`src/rtl/alu_seq.sv`:
```
// Sequential signed ALU: single-cycle arithmetic/logic/shift/compare ops plus
// iterative shift-add multiply and restoring divide driven by a small FSM.
module alu_seq #(
  parameter int WIDTH = 16,
  parameter int SHW   = $clog2(WIDTH)
) (
  input  logic             clk,
  input  logic             rst,
  input  logic             in_valid,
  output logic             in_ready,
  input  logic [4:0]       opcode,
  input  logic [WIDTH-1:0] a_in,
  input  logic [WIDTH-1:0] b_in,
  output logic             out_valid,
  output logic [WIDTH-1:0] d_out,
  output logic [WIDTH-1:0] d_hi,
  output logic             o,
  output logic             z,
  output logic             n,
  output logic             cond,
  output logic             dz
);

  localparam logic [4:0] OP_ZERO = 5'b00000;
  localparam logic [4:0] OP_A    = 5'b00001;
  localparam logic [4:0] OP_B    = 5'b00010;
  localparam logic [4:0] OP_INC  = 5'b00011;
  localparam logic [4:0] OP_DEC  = 5'b00100;
  localparam logic [4:0] OP_ADD  = 5'b00101;
  localparam logic [4:0] OP_SUB  = 5'b00110;
  localparam logic [4:0] OP_MUL  = 5'b00111;
  localparam logic [4:0] OP_EQ   = 5'b01000;
  localparam logic [4:0] OP_LT   = 5'b01001;
  localparam logic [4:0] OP_GT   = 5'b01010;
  localparam logic [4:0] OP_NOT  = 5'b01011;
  localparam logic [4:0] OP_NEG  = 5'b01100;
  localparam logic [4:0] OP_AND  = 5'b01101;
  localparam logic [4:0] OP_OR   = 5'b01110;
  localparam logic [4:0] OP_XOR  = 5'b01111;
  localparam logic [4:0] OP_LSL  = 5'b10000;
  localparam logic [4:0] OP_LSR  = 5'b10001;
  localparam logic [4:0] OP_ASR  = 5'b10010;
  localparam logic [4:0] OP_ROL  = 5'b10011;
  localparam logic [4:0] OP_ROR  = 5'b10100;
  localparam logic [4:0] OP_DIV  = 5'b10101;

  localparam int CW = $clog2(WIDTH);
  localparam logic [WIDTH-1:0] ONE     = WIDTH'(1);
  localparam logic [WIDTH-1:0] MIN_VAL = {1'b1, {(WIDTH-1){1'b0}}};
  localparam logic [WIDTH-1:0] MAX_VAL = {1'b0, {(WIDTH-1){1'b1}}};

  typedef enum logic [1:0] {IDLE, MUL, DIV, FIN} state_t;

  state_t state, nxt_state;
  logic [CW-1:0] cnt;

  function automatic logic [WIDTH-1:0] mag(input logic [WIDTH-1:0] x);
    return x[WIDTH-1] ? -x : x;
  endfunction

  function automatic logic add_ovf(input logic [WIDTH-1:0] x, input logic [WIDTH-1:0] y,
                                   input logic [WIDTH-1:0] r);
    return (x[WIDTH-1] == y[WIDTH-1]) && (r[WIDTH-1] != x[WIDTH-1]);
  endfunction

  function automatic logic sub_ovf(input logic [WIDTH-1:0] x, input logic [WIDTH-1:0] y,
                                   input logic [WIDTH-1:0] r);
    return (x[WIDTH-1] != y[WIDTH-1]) && (r[WIDTH-1] != x[WIDTH-1]);
  endfunction

  logic signed [WIDTH-1:0] a_s, b_s;
  logic [SHW-1:0] sh_amt;
  int             rot_amt;
  logic           accept, div0, multi, last_iter;

  assign a_s       = a_in;
  assign b_s       = b_in;
  assign sh_amt    = b_in[SHW-1:0];
  assign rot_amt   = int'(sh_amt) % WIDTH;
  assign in_ready  = (state == IDLE);
  assign accept    = in_valid && in_ready;
  assign div0      = (opcode == OP_DIV) && (b_in == '0);
  assign multi     = (opcode == OP_MUL) || ((opcode == OP_DIV) && !div0);
  assign last_iter = ((state == MUL) || (state == DIV)) && (cnt == CW'(WIDTH-1));

  // Single-cycle result path, driven straight from the request inputs
  logic [WIDTH-1:0] sc_lo, sc_hi;
  logic             sc_o, sc_cond, sc_cond_we, sc_cmp, sc_dz;

  always_comb begin
    sc_lo      = '0;
    sc_hi      = '0;
    sc_o       = 1'b0;
    sc_cond    = 1'b0;
    sc_cond_we = 1'b0;
    sc_cmp     = 1'b0;
    sc_dz      = 1'b0;
    case (opcode)
      OP_ZERO: sc_lo = '0;
      OP_A:    sc_lo = a_in;
      OP_B:    sc_lo = b_in;
      OP_INC: begin
        sc_lo = a_in + ONE;
        sc_o  = (a_in == MAX_VAL);
      end
      OP_DEC: begin
        sc_lo = a_in - ONE;
        sc_o  = (a_in == MIN_VAL);
      end
      OP_ADD: begin
        sc_lo = a_in + b_in;
        sc_o  = add_ovf(a_in, b_in, sc_lo);
      end
      OP_SUB: begin
        sc_lo = a_in - b_in;
        sc_o  = sub_ovf(a_in, b_in, sc_lo);
      end
      OP_EQ: begin
        sc_cmp = 1'b1; sc_cond_we = 1'b1; sc_cond = (a_s == b_s);
      end
      OP_LT: begin
        sc_cmp = 1'b1; sc_cond_we = 1'b1; sc_cond = (a_s < b_s);
      end
      OP_GT: begin
        sc_cmp = 1'b1; sc_cond_we = 1'b1; sc_cond = (a_s > b_s);
      end
      OP_NOT:  sc_lo = ~a_in;
      OP_NEG: begin
        sc_lo = -a_in;
        sc_o  = (a_in == MIN_VAL);
      end
      OP_AND:  sc_lo = a_in & b_in;
      OP_OR:   sc_lo = a_in | b_in;
      OP_XOR:  sc_lo = a_in ^ b_in;
      OP_LSL:  sc_lo = a_in << sh_amt;
      OP_LSR:  sc_lo = a_in >> sh_amt;
      OP_ASR:  sc_lo = a_s >>> sh_amt;
      // A zero rotate shifts the complementary term by WIDTH, which yields 0
      OP_ROL:  sc_lo = (a_in << rot_amt) | (a_in >> (WIDTH - rot_amt));
      OP_ROR:  sc_lo = (a_in >> rot_amt) | (a_in << (WIDTH - rot_amt));
      OP_DIV: begin
        sc_dz = 1'b1;
        sc_hi = a_in;
      end
      OP_MUL:  sc_lo = '0;
      default: begin
        sc_cond_we = 1'b1;
        sc_cond    = 1'b0;
      end
    endcase
  end

  // Iteration registers: MUL keeps {partial, multiplier}, DIV keeps {remainder, dividend/quotient}
  logic [WIDTH:0]   work_hi_p0;
  logic [WIDTH-1:0] work_lo_p0, opnd_p0;
  logic             neg_q_p0, neg_r_p0;

  logic [WIDTH:0]     mul_sum, mul_acc, div_sh, div_diff;
  logic [2*WIDTH-1:0] mul_shift;
  logic               div_ge;

  assign mul_sum   = work_hi_p0 + {1'b0, opnd_p0};
  assign mul_acc   = work_lo_p0[0] ? mul_sum : work_hi_p0;
  assign mul_shift = {mul_acc, work_lo_p0[WIDTH-1:1]};
  assign div_sh    = {work_hi_p0[WIDTH-1:0], work_lo_p0[WIDTH-1]};
  assign div_ge    = (div_sh >= {1'b0, opnd_p0});
  assign div_diff  = div_sh - {1'b0, opnd_p0};

  // Final result formed from the last iteration's combinational values
  logic [WIDTH-1:0]   fin_lo, fin_hi, quo_mag, rem_mag;
  logic [2*WIDTH-1:0] prod_s;
  logic               fin_o;

  always_comb begin
    fin_lo  = '0;
    fin_hi  = '0;
    fin_o   = 1'b0;
    quo_mag = '0;
    rem_mag = '0;
    prod_s  = '0;
    if (state == DIV) begin
      quo_mag = {work_lo_p0[WIDTH-2:0], div_ge};
      rem_mag = div_ge ? div_diff[WIDTH-1:0] : div_sh[WIDTH-1:0];
      fin_lo  = neg_q_p0 ? -quo_mag : quo_mag;
      fin_hi  = neg_r_p0 ? -rem_mag : rem_mag;
      fin_o   = !neg_q_p0 && quo_mag[WIDTH-1];
    end else begin
      prod_s = neg_q_p0 ? -mul_shift : mul_shift;
      fin_lo = prod_s[WIDTH-1:0];
      fin_hi = prod_s[2*WIDTH-1:WIDTH];
      fin_o  = (fin_hi != {WIDTH{fin_lo[WIDTH-1]}});
    end
  end

  always_comb begin
    nxt_state = state;
    case (state)
      IDLE: begin
        if (accept && (opcode == OP_MUL))
          nxt_state = MUL;
        else if (accept && (opcode == OP_DIV) && !div0)
          nxt_state = DIV;
      end
      MUL, DIV: if (last_iter) nxt_state = FIN;
      FIN:      nxt_state = IDLE;
      default:  nxt_state = IDLE;
    endcase
  end

  always_ff @(posedge clk) begin
    if (rst) begin
      state <= IDLE;
      cnt   <= '0;
    end else begin
      state <= nxt_state;
      if (accept)
        cnt <= '0;
      else if ((state == MUL) || (state == DIV))
        cnt <= cnt + CW'(1);
    end
  end

  always_ff @(posedge clk) begin
    if (accept) begin
      work_hi_p0 <= '0;
      neg_q_p0   <= a_in[WIDTH-1] ^ b_in[WIDTH-1];
      neg_r_p0   <= a_in[WIDTH-1];
      if (opcode == OP_DIV) begin
        work_lo_p0 <= mag(a_in);
        opnd_p0    <= mag(b_in);
      end else begin
        work_lo_p0 <= mag(b_in);
        opnd_p0    <= mag(a_in);
      end
    end else if (state == MUL) begin
      work_hi_p0 <= {1'b0, mul_shift[2*WIDTH-1:WIDTH]};
      work_lo_p0 <= mul_shift[WIDTH-1:0];
    end else if (state == DIV) begin
      work_hi_p0 <= div_ge ? div_diff : div_sh;
      work_lo_p0 <= {work_lo_p0[WIDTH-2:0], div_ge};
    end
  end

  // Result registers: written at acceptance for 1-cycle ops, on the last iteration otherwise
  always_ff @(posedge clk) begin
    if (rst) begin
      out_valid <= 1'b0;
      d_out     <= '0;
      d_hi      <= '0;
      o         <= 1'b0;
      z         <= 1'b1;
      n         <= 1'b0;
      cond      <= 1'b0;
      dz        <= 1'b0;
    end else begin
      out_valid <= 1'b0;
      if (accept && !multi) begin
        out_valid <= 1'b1;
        dz        <= sc_dz;
        if (sc_cond_we) cond <= sc_cond;
        if (!sc_cmp) begin
          d_out <= sc_lo;
          d_hi  <= sc_hi;
          o     <= sc_o;
          z     <= (sc_lo == '0);
          n     <= sc_lo[WIDTH-1];
        end
      end else if (last_iter) begin
        out_valid <= 1'b1;
        dz        <= 1'b0;
        d_out     <= fin_lo;
        d_hi      <= fin_hi;
        o         <= fin_o;
        z         <= (fin_lo == '0);
        n         <= fin_lo[WIDTH-1];
      end
    end
  end

endmodule

```
`config.mk`:
```
export PLATFORM = sky130hd
export DESIGN_NAME = alu_seq
export DESIGN_NICKNAME = d
export VERILOG_FILES = /design/src/rtl/alu_seq.sv
export SDC_FILE = /design/constraint.sdc
export NUM_CORES = 1
export LEC_CHECK = 0
export CORE_UTILIZATION = 50
export CTS_CLUSTER_DIAMETER = 60
export DETAILED_ROUTE_END_ITERATION = 12
export MAX_ROUTING_LAYER = met4
export PLACE_DENSITY_LB_ADDON = 0.08
export SYNTH_ARGS = -nofsm -noshare
export SYNTH_HDL_FRONTEND = slang
export SYNTH_SLANG_ARGS = --single-unit
```
`constraint.sdc`:
```
create_clock -name clk -period 7.6 [get_ports clk]
set_clock_uncertainty 0.15 [all_clocks]
set_input_delay 0.76 -clock clk [delete_from_list [all_inputs] [get_ports clk]]
set_output_delay 0.76 -clock clk [all_outputs]
set_load 0.1 [all_outputs]
```
==> results of run 1 <==
[flip-flops by register name, summed over array words and instances (netlist names)]
signal,cells
d_out,16
opnd_p0,16
z,1
work_hi_p0,17
work_lo_p0,16
neg_q_p0,1
state,2
cnt,4
o,1
d_hi,16
neg_r_p0,1
out_valid,1
dz,1
cond,1
[cells in the mapped netlist (all sizes together), types with 20 or more instances]
| library cell | count | share of area (%) |
|---|---|---|
| nor2 | 229 | 5.4 |
| nand2 | 223 | 5.2 |
| a21oi | 177 | 5.5 |
| o21ai | 143 | 4.5 |
| clkbuf | 134 | 3.1 |
| ha | 106 | 8.3 |
| mux2i | 98 | 6.1 |
| xnor2 | 92 | 5.0 |
| inv | 90 | 2.1 |
| nand3 | 64 | 2.0 |
| nor3 | 61 | 1.9 |
| dfxtp | 60 | 7.5 |
| a211oi | 40 | 1.9 |
| xor2 | 40 | 2.2 |
| edfxtp | 34 | 6.4 |
| buf | 30 | 0.82 |
| o211ai | 29 | 1.4 |
| or3 | 28 | 1.1 |
| mux4 | 27 | 3.8 |
| a21o | 26 | 1.2 |
| a31oi | 24 | 0.94 |
| mux2 | 24 | 1.7 |
| o22ai | 24 | 0.94 |
| and2 | 23 | 0.90 |
| a221oi | 22 | 1.2 |
| nand4 | 21 | 0.82 |
| nand2b | 20 | 0.78 |
| nor4 | 20 | 0.78 |
| o31ai | 20 | 1.0 |
[critical path, stage by stage]
cell,delay (ps)
clkdlybuf4s50_1,900
nor3b_1,270
buf_4,210
nand2_1,180
inv_1,470
ha_1,340
a21o_1,160
a21oi_1,310
o21ai_0,190
a31oi_1,290
xnor2_1,160
a2111oi_0,1130
nand3_1,190
nor4_1,230
nand4b_1,130
a31oi_1,220
[metal layers]
layer | share of wire (%) | track usage [%] | up-vias
li1 | - | - | 8192
met1 | 35 | 54.9 | 8948
met2 | 44 | 75.8 | 1447
met3 | 10 | 8.57 | 474
met4 | 10 | 42.2 | 0
met5 | 0 | - | -
[logic make-up (layout without fill, tap and decap cells)]
logic type                 after synthesis  in the layout  share of synthesized area, %
muxes                                  149            149                          11.7
buffers and inverters                  259            252                          6.20
other                                    0              3                             0
adders and majority gates              111            111                          8.93
DFF                                     94             94                          13.9
AOI/OAI and AO/OA                      688            688                          28.7
xor gates and xnor gates               132            132                          7.24
and+or+nand+nor                        782            782                          23.4
[area by class of cell]
cell class	count	share of cell area (%)
multi-input combinational	1862	73.3
inverter	95	2.04
timing repair buffer	141	7.16
sequential	94	12.7
tap	402	2.88
antenna	3	0.0430
clock inverter	7	0.531
clock buffer	9	1.29
[per-stage QoR]
stage,worst slack (ps),instance area [um2],instances,power [uW],hold WS (ps)
after detailed placement,1350,17100,2594,2910,300
final,1570,17400,2613,3500,306
after global placement,1360,17100,2594,2890,295
after CTS,1720,17400,2610,3400,310
after floorplan,2060,16000,2215,2230,313
after global routing,1220,17400,2613,3630,333
[report_power, final]
part	internal [uW]	total (uW)	switching (uW)
Sequential	618	736	118
Clock	264	494	230
Combinational	722	2270	1550
Total	1600	3500	1890
[worst paths after layout]
kind | start | end | slack [ps] | cells after the start
worst max-delay path | opcode[2] | z | 1570 | 16
worst min register to register | d_out[1] | d_out[1] | 310 | 2
worst min-delay path | d_out[1] | d_out[1] | 310 | 2
worst max register to register | work_hi_p0[0] | o | 2140 | 13
==> flow_metrics.tcl, run 1 <==
set metrics [dict create \
    hold_class "flip-flop to flip-flop" \
    start_util_pct 50.8 \
    drive_gt1_share_pct 7.79 \
    cts_resized 0 \
    drt_iter0_drc 2794 \
    layout_commonest_cell "nor2_1" \
    cp-start-kind "input port" \
    regArea_mm2 0.00222 \
    finalSetupTns_ps 0 \
    grt_pass1_wl_um 116000 \
    hold_buffers 0 \
    clkLatencyLatePin_ps 360 \
    gr-total-overflow 0 \
    viasPerCell 7.29 \
    synth-async-reset-ratio_pct 0 \
    peakVddDrop_uv 143 \
    path_max_fanout 22 \
    tightestPinTransition_ps 1420 \
    avgSynthCellArea_um2 7.21 \
    synth_edf_count 34 \
    num_io_pins 79 \
    area_growth_pct 9.17 \
    cp-end-kind "flip-flop" \
    fin_util_pct 55.4 \
    yosysSeqAreaShare_pct 13.9 \
    drv_cap 0 \
    synth_flop_cell "dfxtp_1" \
    n_fill_cell 3013 \
    wirelength_um 78800 \
    power.leakage_uw 0.00682 \
    dieArea_mm2 0.0327 \
    synthesis.instances 2215 \
    antenna_found_initial 3 \
    wl_per_cell_um 30.2 \
    hold_violations 0 \
    finalCriticalPeriod_ps 6030 \
    finalWeightedCongestion 1.11 \
    die_h_um 181 \
    clockRootBuffer "clkbuf_16" \
    syn_area_mm2 0.0160 \
    portBuffers 78 \
    cts_tree "done" \
    outcome "completed" \
    drcViolationCount 0 \
    rows 65 \
    htree_levels 3 \
    fmax_mhz 166 \
    arrival_ps 6160 \
    grt_use_total_pct 49.0 \
    slew_viol_final 0 \
    first_pass_iters 8 \
    first_global_vias 17911 \
    layout.nets 2354 \
    synth-seq-cells 94 \
    synth_fp_nets 2366 \
    path_clk_slew_ps 70 \
    coreArea_mm2 0.0315 \
    cts_buffers 9 \
    grt_max_degree 62 \
    clk_path_buf_depth 2 \
    die_x_um 181 \
    antenna_left 0 \
    slew-limit-headroom_pct 5.30 \
    ys_types 94 \
    num_vias 19061 \
    postCtsSetupBuffers 0 \
    critical_path_class "input port to flip-flop" \
    multiInputGateArea_mm2 0.0128 \
    setup_viol 0 \
    rsz0062_at_grt "false" \
    mostFrequentLayoutCells "nor2_1 (228), nand2_1 (223), a21oi_1 (177), o21ai_0 (140), ha_1 (104)" \
    power_density_mw_per_mm2 200 \
    yosys_warnings 0 \
    cts_sinks 94 \
    period_share_pct 79.3 \
    dp_hpwl_um 60700 \
    cp.required_ps 7730 \
]
No activity file was read; power rests on OpenSTA's default activity.
==> run 2, diff against run 1 <==
==> constraint.sdc (replaced) <==
create_clock -name clk -period 4.8 [get_ports clk]
set_clock_uncertainty 0.15 [all_clocks]
set_input_delay 0.48 -clock clk [delete_from_list [all_inputs] [get_ports clk]]
set_output_delay 0.48 -clock clk [all_outputs]
set_load 0.1 [all_outputs]
==> run 2 against run 1 <==
Combinational power is 70% higher. Cell area rose by 8.1%. Setup slack lost 1500 ps. Critical endpoint unchanged. Largest cell class unchanged.
==> flow_metrics.tcl, run 2 (synthesized netlist as in run 1, its figures left out) <==
set metrics [dict create \
    mostFrequentLayoutCells "buf_4 (235), nor2_1 (228), nand2_1 (223), a21oi_1 (177), o21ai_0 (139)" \
    tightestPinTransition_ps 1300 \
    cts_sinks 94 \
    cts_buffers 9 \
    postCtsSetupBuffers 0 \
    stdcell_count 2788 \
    cp-end-kind "flip-flop" \
    grt_max_degree 61 \
    path_max_fanout 5 \
    rows 65 \
    grt_use_total_pct 50.0 \
    die_h_um 181 \
    cts_tree "done" \
    rsz0062_at_grt "true" \
    cp.required_ps 4950 \
    power_density_mw_per_mm2 305 \
    dieArea_mm2 0.0327 \
    n_fill_cell 2981 \
    post-place-cells 2772 \
    drive_gt1_share_pct 14.9 \
    cp-start-kind "input port" \
    slew-limit-headroom_pct 13.0 \
    layout_commonest_cell "buf_4" \
    largest_reg_flops 17 \
    path_cells "clkdlybuf4s50_1 -> inv_1 -> ha_1 -> or3b_2 -> nand2b_1 -> nand2b_1 -> and3_1 -> a2111oi_0 -> buf_4 -> o2111ai_1 -> or3b_1 -> nor4_1 -> nand3_1 -> nor4_1 -> nand4b_1 -> a31oi_1" \
    clockRootBuffer "clkbuf_16" \
    power.leakage_uw 0.00770 \
    finalPower_uw 5750 \
    num_io_pins 79 \
    first_pass_iters 6 \
    drt_iter0_drc 2784 \
    coreArea_mm2 0.0315 \
    start_util_pct 50.8 \
    setup_viol 0 \
    outcome "completed" \
    wirelength_um 80300 \
    critical_path_class "input port to flip-flop" \
    placed_cell_area_mm2 0.0185 \
    regMostFlops "work_hi_p0" \
    clkLatencyLatePin_ps 370 \
    first_global_vias 18859 \
    dp_hpwl_um 63100 \
    cp_top_family "simple AND/OR/NAND/NOR gates" \
    drv_cap 0 \
    hold_violations 0 \
    crit_path_top_delay_cell "a2111oi_0" \
    peakVddDrop_uv 187 \
    multiInputGateArea_mm2 0.0128 \
    antenna_left 0 \
    finalCriticalPeriod_ps 4680 \
    die_x_um 181 \
    layout.nets 2532 \
    antenna_found_initial 0 \
    portBuffers 78 \
    period_share_pct 97.5 \
    arrival_ps 4830 \
    num_vias 19774 \
    area_growth_pct 18.0 \
    crit_buf_inv 3 \
    viasPerCell 7.09 \
    fmax_mhz 214 \
    drcViolationCount 0 \
    regArea_mm2 0.00222 \
    cpPeakStageDelay_ps 690 \
    finalWeightedCongestion 1.12 \
    wl_per_cell_um 28.8 \
    grt_pass1_wl_um 119000 \
    hold_class "flip-flop to flip-flop" \
    gr-total-overflow 0 \
    stdcell_area_mm2 0.0189 \
    slew_viol_final 0 \
    clk_path_buf_depth 2 \
    htree_levels 3 \
    diodes 0 \
    path_clk_slew_ps 80 \
]
## run 2: cell types whose count changed in the layout (fill, tap and decap cells not counted), moves of 2 or more
| cell | before | now |
|---|---|---|
| inv_8 | 1 | 3 |
| clkinv_4 | 3 | 1 |
| diode_2 | 3 | 0 |
| buf_12 | 0 | 6 |
| buf_4 | 63 | 235 |
## run 2: worst min-delay path, delay by kind of cell, from the launching register on
family	cells	cell delay, ps
AOI/OAI and AO/OA	1	50
DFF	1	320
and+or+nand+nor	1	50
## run 2: what timing repair did
item	CTS	global route
gates resized for setup	0	6
setup endpoints to repair	0	7
hold buffers	0	0
## run 2: path summary, 6_finish.rpt
| path | from | end | slack, ps | cells after the start |
|---|---|---|---|---|
| max | a_in[0] | z | 120 | 16 |
| min | d_hi[3] | d_hi[3] | 310 | 2 |
| max reg2reg | opnd_p0[6] | z | 230 | 20 |
| min reg2reg | d_hi[3] | d_hi[3] | 310 | 2 |
## run 2: layer usage
layer,wire (um),GRT usage [%],vias up
li1,-,-,8576
met1,29100,57.0,9242
met2,34800,75.8,1514
met3,8480,9.88,442
met4,8000,41.7,0
met5,0,-,-
## run 2: through the flow
| step | setup TNS (ps) | utilization, % | setup WS [ps] | hold WS (ps) |
|---|---|---|---|---|
| after floorplan | 0 | - | 39.4 | 313 |
| after global placement | -139 | 58.9 | -130 | 298 |
| after detailed placement | -232 | 58.9 | -197 | 294 |
| after CTS | 0 | 59.8 | 178 | 314 |
| after global routing | -56.3 | 59.9 | -56.3 | 331 |
| final | 0 | 59.9 | 121 | 311 |
## run 2: final cells by class
type / count / area share (%)
multi-input combinational: 1862 / 68.0
timing repair buffer: 319 / 14.1
sequential: 94 / 11.8
tap: 402 / 2.67
inverter: 95 / 1.90
clock buffer: 9 / 1.19
clock inverter: 7 / 0.391
## run 2: power breakdown
part           switching [uW]  leakage, uW  internal (uW)  total, uW
Clock                     386     0.000149            371        757
Combinational            2540      0.00673           1330       3870
Sequential                145     0.000822            977       1120
Total                    3070      0.00770           2680       5750
